[src/rtl/demux_scan_ctrl_pkg.sv]
// scan_pkg: shared definitions for the demux scan controller.
//   CH_NUM  - number of demux destinations.
//   SEL_W   - width of the demux select bus.
//   state_t - controller state encoding.
//             BLANK is reachable only in builds with SCAN_BLANK_EN defined.
package scan_pkg;

  localparam int unsigned CH_NUM = 8;
  localparam int unsigned SEL_W  = 3;

  typedef enum logic [1:0] {
    IDLE   = 2'd0,
    ACTIVE = 2'd1,
    BLANK  = 2'd2
  } state_t;

endpackage

[src/rtl/demux_scan_ctrl_if.sv]
// demux_scan_ctrl_if: control and demux-facing signals of the scan controller.
//   run        - level; 1 permits scanning.
//   mask       - per-channel participation mask.
//   select     - demux channel select.
//   enable     - demux enable.
//   slot_start - 1-cycle pulse on the first enabled cycle of a slot.
//   frame_done - 1-cycle pulse on the last enabled cycle of the final slot of a frame.
// Modports:
//   master - the controller side; consumes run/mask and drives the demux strobes.
//   slave  - the config/datapath side.
interface demux_scan_ctrl_if
  import scan_pkg::*;
  ();

  logic              run;
  logic [CH_NUM-1:0] mask;
  logic [SEL_W-1:0]  select;
  logic              enable;
  logic              slot_start;
  logic              frame_done;

  modport master (
    input  run, mask,
    output select, enable, slot_start, frame_done
  );

  modport slave (
    output run, mask,
    input  select, enable, slot_start, frame_done
  );

endinterface

[src/rtl/demux_scan_ctrl_rr_next_sel.sv]
// rr_next_sel: combinational round-robin successor search.
//   cur  - current channel index.
//   mask - channel participation mask.
//   next - first set mask bit strictly after cur, searching upward with wrap 7->0.
//          If only cur itself is set, next = cur.
//   wrap - next <= cur (the search wrapped). Forced low when mask is empty.
//   none - mask is empty.
module rr_next_sel
  import scan_pkg::*;
(
  input  logic [SEL_W-1:0]  cur,
  input  logic [CH_NUM-1:0] mask,
  output logic [SEL_W-1:0]  next,
  output logic              wrap,
  output logic              none
);

  logic             found;
  logic [SEL_W-1:0] idx;

  // Offsets 1..CH_NUM. The final offset lands back on cur, so a
  // single-channel mask selects itself.
  always_comb begin
    next  = cur;
    found = 1'b0;
    idx   = '0;
    for (int unsigned i = 1; i <= CH_NUM; i++) begin
      idx = cur + SEL_W'(i);
      if (!found && mask[idx]) begin
        next  = idx;
        found = 1'b1;
      end
    end
    none = (mask == '0);
    wrap = !none && (next <= cur);
  end

endmodule

[src/rtl/demux_scan_ctrl.sv]
// demux_scan_ctrl: round-robin scan scheduler for a 1x8 demultiplexer.
//   clk     - system clock, rising edge.
//   reset_n - asynchronous active-low reset.
//   bus     - demux_scan_ctrl_if.master (run, mask in; select, enable,
//             slot_start, frame_done out; all outputs registered).
// Parameters:
//   PRESCALE     - dwell cycles per slot (2..65535).
//   BLANK_CYCLES - guard cycles between slots (1..255).
// Build option:
//   SCAN_BLANK_EN - inserts BLANK_CYCLES cycles with enable low between slots.
//                   When undefined, slots run back to back and BLANK_CYCLES is unused.
module demux_scan_ctrl
  import scan_pkg::*;
#(
  parameter int unsigned PRESCALE     = 4,
  parameter int unsigned BLANK_CYCLES = 1
)(
  input  logic              clk,
  input  logic              reset_n,
  demux_scan_ctrl_if.master bus
);

  if (PRESCALE < 2 || PRESCALE > 65535) begin : g_bad_prescale
    $error("PRESCALE out of range 2..65535");
  end
  if (BLANK_CYCLES < 1 || BLANK_CYCLES > 255) begin : g_bad_blank
    $error("BLANK_CYCLES out of range 1..255");
  end

  localparam logic [15:0] CNT_LAST = 16'(PRESCALE - 1);
  localparam logic [15:0] CNT_PRE  = 16'(PRESCALE - 2);

  state_t            state_q, state_d;
  logic [15:0]       cnt_q, cnt_d;
  logic [SEL_W-1:0]  sel_q, sel_d;
  logic              en_q, en_d;
  logic              ss_q, ss_d;
  logic              fd_q, fd_d;
  logic [SEL_W-1:0]  nxt_q, nxt_d;
  logic              none_q, none_d;

  logic [SEL_W-1:0]  rr_cur;
  logic [SEL_W-1:0]  rr_next;
  logic              rr_wrap;
  logic              rr_none;

`ifdef SCAN_BLANK_EN
  localparam logic [7:0] BLANK_LAST = 8'(BLANK_CYCLES - 1);
  logic [7:0] bcnt_q, bcnt_d;
`endif

  // In IDLE, searching from 7 yields the lowest set bit.
  assign rr_cur = (state_q == IDLE) ? '1 : sel_q;

  rr_next_sel u_rr_next_sel (
    .cur  (rr_cur),
    .mask (bus.mask),
    .next (rr_next),
    .wrap (rr_wrap),
    .none (rr_none)
  );

  // The mask is captured on the edge that begins the last dwell cycle.
  // This lets frame_done, which is registered, be high during that same cycle.
  // The captured successor is then applied at the slot boundary.
  always_comb begin
    state_d = state_q;
    cnt_d   = cnt_q;
    sel_d   = sel_q;
    en_d    = en_q;
    ss_d    = 1'b0;
    fd_d    = 1'b0;
    nxt_d   = nxt_q;
    none_d  = none_q;
`ifdef SCAN_BLANK_EN
    bcnt_d  = bcnt_q;
`endif
    case (state_q)
      IDLE: begin
        en_d  = 1'b0;
        cnt_d = '0;
        if (bus.run && !rr_none) begin
          state_d = ACTIVE;
          sel_d   = rr_next;
          en_d    = 1'b1;
          ss_d    = 1'b1;
        end
      end
      ACTIVE: begin
        if (!bus.run) begin
          state_d = IDLE;
          en_d    = 1'b0;
          cnt_d   = '0;
        end else if (cnt_q != CNT_LAST) begin
          cnt_d = cnt_q + 16'd1;
          if (cnt_q == CNT_PRE) begin
            nxt_d  = rr_next;
            none_d = rr_none;
            fd_d   = rr_wrap;
          end
        end else begin
          cnt_d = '0;
          if (none_q) begin
            state_d = IDLE;
            en_d    = 1'b0;
          end else begin
`ifdef SCAN_BLANK_EN
            state_d = BLANK;
            en_d    = 1'b0;
            bcnt_d  = '0;
`else
            sel_d   = nxt_q;
            ss_d    = 1'b1;
`endif
          end
        end
      end
`ifdef SCAN_BLANK_EN
      BLANK: begin
        if (!bus.run) begin
          state_d = IDLE;
          en_d    = 1'b0;
        end else if (bcnt_q == BLANK_LAST) begin
          state_d = ACTIVE;
          sel_d   = nxt_q;
          en_d    = 1'b1;
          ss_d    = 1'b1;
        end else begin
          bcnt_d = bcnt_q + 8'd1;
        end
      end
`endif
      default: begin
        state_d = IDLE;
        en_d    = 1'b0;
        cnt_d   = '0;
      end
    endcase
  end

  always_ff @(posedge clk or negedge reset_n) begin
    if (!reset_n) begin
      state_q <= IDLE;
      cnt_q   <= '0;
      sel_q   <= '0;
      en_q    <= 1'b0;
      ss_q    <= 1'b0;
      fd_q    <= 1'b0;
      nxt_q   <= '0;
      none_q  <= 1'b0;
`ifdef SCAN_BLANK_EN
      bcnt_q  <= '0;
`endif
    end else begin
      state_q <= state_d;
      cnt_q   <= cnt_d;
      sel_q   <= sel_d;
      en_q    <= en_d;
      ss_q    <= ss_d;
      fd_q    <= fd_d;
      nxt_q   <= nxt_d;
      none_q  <= none_d;
`ifdef SCAN_BLANK_EN
      bcnt_q  <= bcnt_d;
`endif
    end
  end

  assign bus.select     = sel_q;
  assign bus.enable     = en_q;
  assign bus.slot_start = ss_q;
  assign bus.frame_done = fd_q;

endmodule

[src/flat_wrapper.sv]
// flat-port wrapper written by rule: the top's interface ports become plain ports
module demux_scan_ctrl_flat import scan_pkg::*;
#(
  parameter int unsigned PRESCALE     = 4,
  parameter int unsigned BLANK_CYCLES = 1
)
  (clk, reset_n, bus_run, bus_mask, bus_select, bus_enable, bus_slot_start, bus_frame_done);
  demux_scan_ctrl_if bus_i ();
  input  logic clk;
  input  logic reset_n;
  input wire logic [$bits(bus_i.run)-1:0] bus_run;
  input wire logic [$bits(bus_i.mask)-1:0] bus_mask;
  output wire logic [$bits(bus_i.select)-1:0] bus_select;
  output wire logic [$bits(bus_i.enable)-1:0] bus_enable;
  output wire logic [$bits(bus_i.slot_start)-1:0] bus_slot_start;
  output wire logic [$bits(bus_i.frame_done)-1:0] bus_frame_done;
  assign bus_i.run = bus_run;
  assign bus_i.mask = bus_mask;
  assign bus_select = bus_i.select;
  assign bus_enable = bus_i.enable;
  assign bus_slot_start = bus_i.slot_start;
  assign bus_frame_done = bus_i.frame_done;
  demux_scan_ctrl #(.PRESCALE(PRESCALE), .BLANK_CYCLES(BLANK_CYCLES)) u_core (.clk(clk), .reset_n(reset_n), .bus(bus_i));
endmodule
[config.mk]
export PLATFORM = sky130hd
export DESIGN_NAME = demux_scan_ctrl_flat
export DESIGN_NICKNAME = d
export VERILOG_FILES = /design/src/rtl/demux_scan_ctrl_pkg.sv /design/src/rtl/demux_scan_ctrl_if.sv /design/src/rtl/demux_scan_ctrl_rr_next_sel.sv /design/src/rtl/demux_scan_ctrl.sv /design/src/flat_wrapper.sv
export SDC_FILE = /design/constraint.sdc
export NUM_CORES = 1
export LEC_CHECK = 0
export BUFFER_PORTS_ARGS = -buffer_cell sky130_fd_sc_hd__buf_2
export CAP_MARGIN = 10
export CELL_PAD_IN_SITES_DETAIL_PLACEMENT = 0
export CELL_PAD_IN_SITES_GLOBAL_PLACEMENT = 1
export CORE_ASPECT_RATIO = 1.1
export CORE_MARGIN = 2
export CORE_UTILIZATION = 30
export CTS_CLUSTER_DIAMETER = 30
export DETAILED_ROUTE_END_ITERATION = 6
export PLACE_DENSITY_LB_ADDON = 0.1
export SLEW_MARGIN = 40
export SYNTH_ARGS = -nofsm -noshare
export SYNTH_HDL_FRONTEND = slang
export SYNTH_SLANG_ARGS = --single-unit
[constraint.sdc]
create_clock -name clk -period 3.3 [get_ports clk]
set_input_delay 0.495 -clock clk [delete_from_list [all_inputs] [get_ports clk]]
set_output_delay 0.495 -clock clk [all_outputs]
set_load 0.05 [all_outputs]
==> results_dict.tcl <==
set metrics [dict create \
    outcome "complete, no violations" \
    cts.path.max_buffers 2 \
    power_density_nw_per_um2 578.1 \
    diodes 0 \
    min_path_type "primary input to async pin" \
    synth_cells 266 \
    gp_congestion 0.7904 \
    final_cell_count_no_fill 398 \
    start_kind "register" \
    cts.htree.levels 1 \
    postSynth.asyncResetShare 1.000 \
    fill_cells 818 \
    slowest_stage "mux4_2" \
    slew_viol_final 0 \
    leakagePower_nw 1.156 \
    rr_startpoint "u_core.bus.select[0]$_DFFE_PN0P_" \
    grt_max_degree 28 \
    yosysWarnings 0 \
    cp_slowest_stage_delay_ns 0.57 \
    layout-drive-gt1-share 0.2457 \
    crit_family "compound AO/OA/AOI/OAI gates" \
    synth_ff_type "dfrtp_1" \
    relSlewSlack 0.5623 \
    drt-initial-drc-count 92 \
    antenna_found_initial 0 \
    hold_viol_final 0 \
    post_drt_wl_per_cell_um 17.24 \
    cap_violations 0 \
    vias 2114 \
    grt_pass1_wl_um 11470 \
    crit_type "register to register" \
    fin_setup_tns_ns 0 \
    fmax_mhz 317.6 \
    ys_seq_elements 27 \
    fin_util 0.3666 \
    fp.dieH_um 96.75 \
    clk_latency_ns 0.28 \
    cts_root_buf "clkbuf_8" \
    ctsHoldBuffers 0 \
    dp_slack_ns 0.09402 \
    design.core.area_um2 7515 \
    cts_tree "done" \
    cts_buffers 3 \
    required_ns 3.50 \
    placedCellCount 392 \
    dieArea_um2 8544 \
    portBuffers 16 \
    peakVddDrop_mv 0.2290 \
    clk_pin_slew_worst_paths_ns 0.10 \
    netlist_area_um2 2346 \
    grt_pass1_vias 2184 \
    rsz0062_at_grt "no" \
    wirelength_um 6863 \
    fin_skew_ns 0.01341 \
    fp.dieW_um 88.32 \
    syn_to_final_growth_pct 17.44 \
    drt_first_pass_iters 4 \
    gr-total-overflow 0 \
    row_count 33 \
    dpl.hpwl_um 5264 \
    cp-startpoint "u_core.bus.select[0]$_DFFE_PN0P_" \
    pin_count 17 \
    synth_area_per_cell_um2 8.820 \
    arrival_ns 3.35 \
    grtUsageTotal 0.1702 \
    period_minus_slack_ns 3.148 \
    cp-end-kind "register" \
    cp_cell_sequence "nor2b_4 -> clkinv_4 -> buf_4 -> mux2i_1 -> mux4_2 -> o2111a_1 -> and2_4 -> o2bb2ai_1 -> a21o_1 -> ha_4 -> nand2_1 -> a21oi_1 -> a22o_1 -> a221oi_2" \
    synth-seq-area-share 0.2880 \
    viasPerCell 5.312 \
    syn-num-nets 281 \
    numClockSinks 27 \
    timing.critical_path.buf_inv 2 \
    crit_fanout 12 \
    layout.nets 309 \
    synth_edf_count 0 \
    initial_core_util 0.3122 \
    postRouteAntennaNets 0 \
    setup_slack_ns 0.1518 \
    synth_cell_types 66 \
    tightest_slew_ns 0.6566 \
    fin_crit_sh 0.9540 \
    worst_hold_slack_ns 0.2228 \
    drc 0 \
    setup_viol 0 \
]
## what timing repair did
item | CTS | global route
setup endpoints to repair | 0 | 1
endpoints found under the hold margin | 0 | 0
gates resized for setup | 0 | 5
setup buffers | 0 | 2
## flip-flops by register name, indices dropped and copies added, names as in the netlist
| name | cells |
|---|---|
| u_core.bus.enable | 1 |
| u_core.bus.frame_done | 1 |
| u_core.bus.select | 3 |
| u_core.bus.slot_start | 1 |
| u_core.cnt_q | 16 |
| u_core.none_q | 1 |
| u_core.nxt_q | 3 |
| u_core.state_q | 1 |
## layout make-up
type,instances,area (um^2),share of cell area
Multi-Input combinational cell,213,1605,0.5827
Tap cell,105,131.4,0.04768
Clock inverter,1,7.507,0.002725
Inverter,14,57.56,0.02089
Timing Repair Buffer,35,235.2,0.08538
Sequential cell,27,676.9,0.2457
Clock buffer,3,41.29,0.01499
## placed cells by master (no fill, tap or decap), types with 3 or more instances in the layout
master,Yosys,layout
nor2_1,35,35
inv_1,11,10
nor3_1,4,4
nand3_1,12,12
a22o_1,3,3
o21ai_0,8,8
nor2b_1,3,3
clkbuf_8,0,3
mux2_2,6,6
xor2_1,11,11
buf_2,3,16
o21a_1,4,4
nor4_1,3,3
buf_4,0,18
mux2i_1,13,13
mux4_2,6,6
inv_2,2,3
a21oi_1,6,6
nand2_1,22,22
dfrtp_1,27,26
or3_1,4,4
and3_1,3,3
xnor2_1,7,6
nand2b_1,5,5
## cells in the mapped netlist, types with 3 or more instances
library cell / n / area [um^2]
or3_1: 4 / 25.02
dfrtp_1: 27 / 675.7
buf_6: 3 / 33.78
clkbuf_1: 3 / 11.26
a211oi_1: 3 / 22.52
nand2b_1: 5 / 31.28
o21a_1: 4 / 30.03
buf_2: 3 / 15.01
a22oi_1: 3 / 22.52
xor2_1: 11 / 96.34
o22ai_1: 3 / 18.77
ha_1: 4 / 50.05
mux2_2: 6 / 67.56
nand3_1: 12 / 60.06
a21oi_1: 6 / 30.03
a22o_1: 3 / 26.28
nor4_1: 3 / 18.77
nor2b_1: 3 / 18.77
o21ai_0: 8 / 40.04
nor2_1: 35 / 131.4
nand2_1: 22 / 82.58
xnor2_1: 7 / 61.31
nor3_1: 4 / 20.02
and3_1: 3 / 18.77
inv_1: 11 / 41.29
mux4_2: 6 / 135.1
mux2i_1: 13 / 130.1
## where the power goes
group	internal, mW	total (mW)	leakage (nW)	switching (mW)
Sequential	0.359	0.393	0.364	0.0340
Combinational	0.442	1.00	0.770	0.560
Clock	0.0859	0.197	0.0217	0.111
Total	0.887	1.59	1.16	0.706
## worst paths after layout
kind / end / slack, ns / cells after the start
worst max-delay path: u_core.bus.frame_done$_DFF_PN0_ / 0.15 / 14
worst min-delay path: u_core.cnt_q[12]$_DFF_PN0_ / 0.22 / 1
worst max register to register: u_core.bus.frame_done$_DFF_PN0_ / 0.15 / 14
worst min register to register: u_core.nxt_q[1]$_DFFE_PN0P_ / 0.51 / 2
max in group asynchronous: u_core.bus.select[0]$_DFFE_PN0P_ / 2.61 / 1
min in group clk: u_core.nxt_q[1]$_DFFE_PN0P_ / 0.51 / 2
## metrics by stage
stage                     power, mW  instance area (um^2)
after global routing          1.713                  2755
after detailed placement      1.369                  2663
after floorplan               1.109                  2399
after CTS                     1.573                  2711
after global placement        1.381                  2663
final                         1.593                  2755
## routing by layer
layer | GRT usage | routed length (um) | vias up
li1 | - | - | 1028
met1 | 0.2211 | 3014 | 1044
met2 | 0.2950 | 3571 | 29
met3 | 0.01195 | 90 | 13
met4 | 0.05478 | 187 | 0
met5 | 0 | 0 | -
## worst reg2reg max path, cell delays in order, from the launching register on
cell,delay (ns)
dfrtp_2,0.47
nor2b_4,0.21
clkinv_4,0.08
buf_4,0.20
mux2i_1,0.17
mux4_2,0.57
o2111a_1,0.20
and2_4,0.15
o2bb2ai_1,0.11
a21o_1,0.19
ha_4,0.22
nand2_1,0.05
a21oi_1,0.04
a22o_1,0.21
a221oi_2,0.20
## cells by family (layout without fill, tap and decap cells)
logic type / after synthesis / in the layout / share of synthesized area
AO/OA/AOI/OAI: 59 / 59 / 0.1904
XOR/XNOR: 18 / 18 / 0.06720
adder cells (fa/ha/maj): 4 / 4 / 0.02133
buffers and inverters: 26 / 53 / 0.06187
flip-flops: 27 / 27 / 0.2880
multiplexers: 25 / 25 / 0.1419
AND/OR/NAND/NOR: 107 / 107 / 0.2293
(Power assumes the default switching activity.)
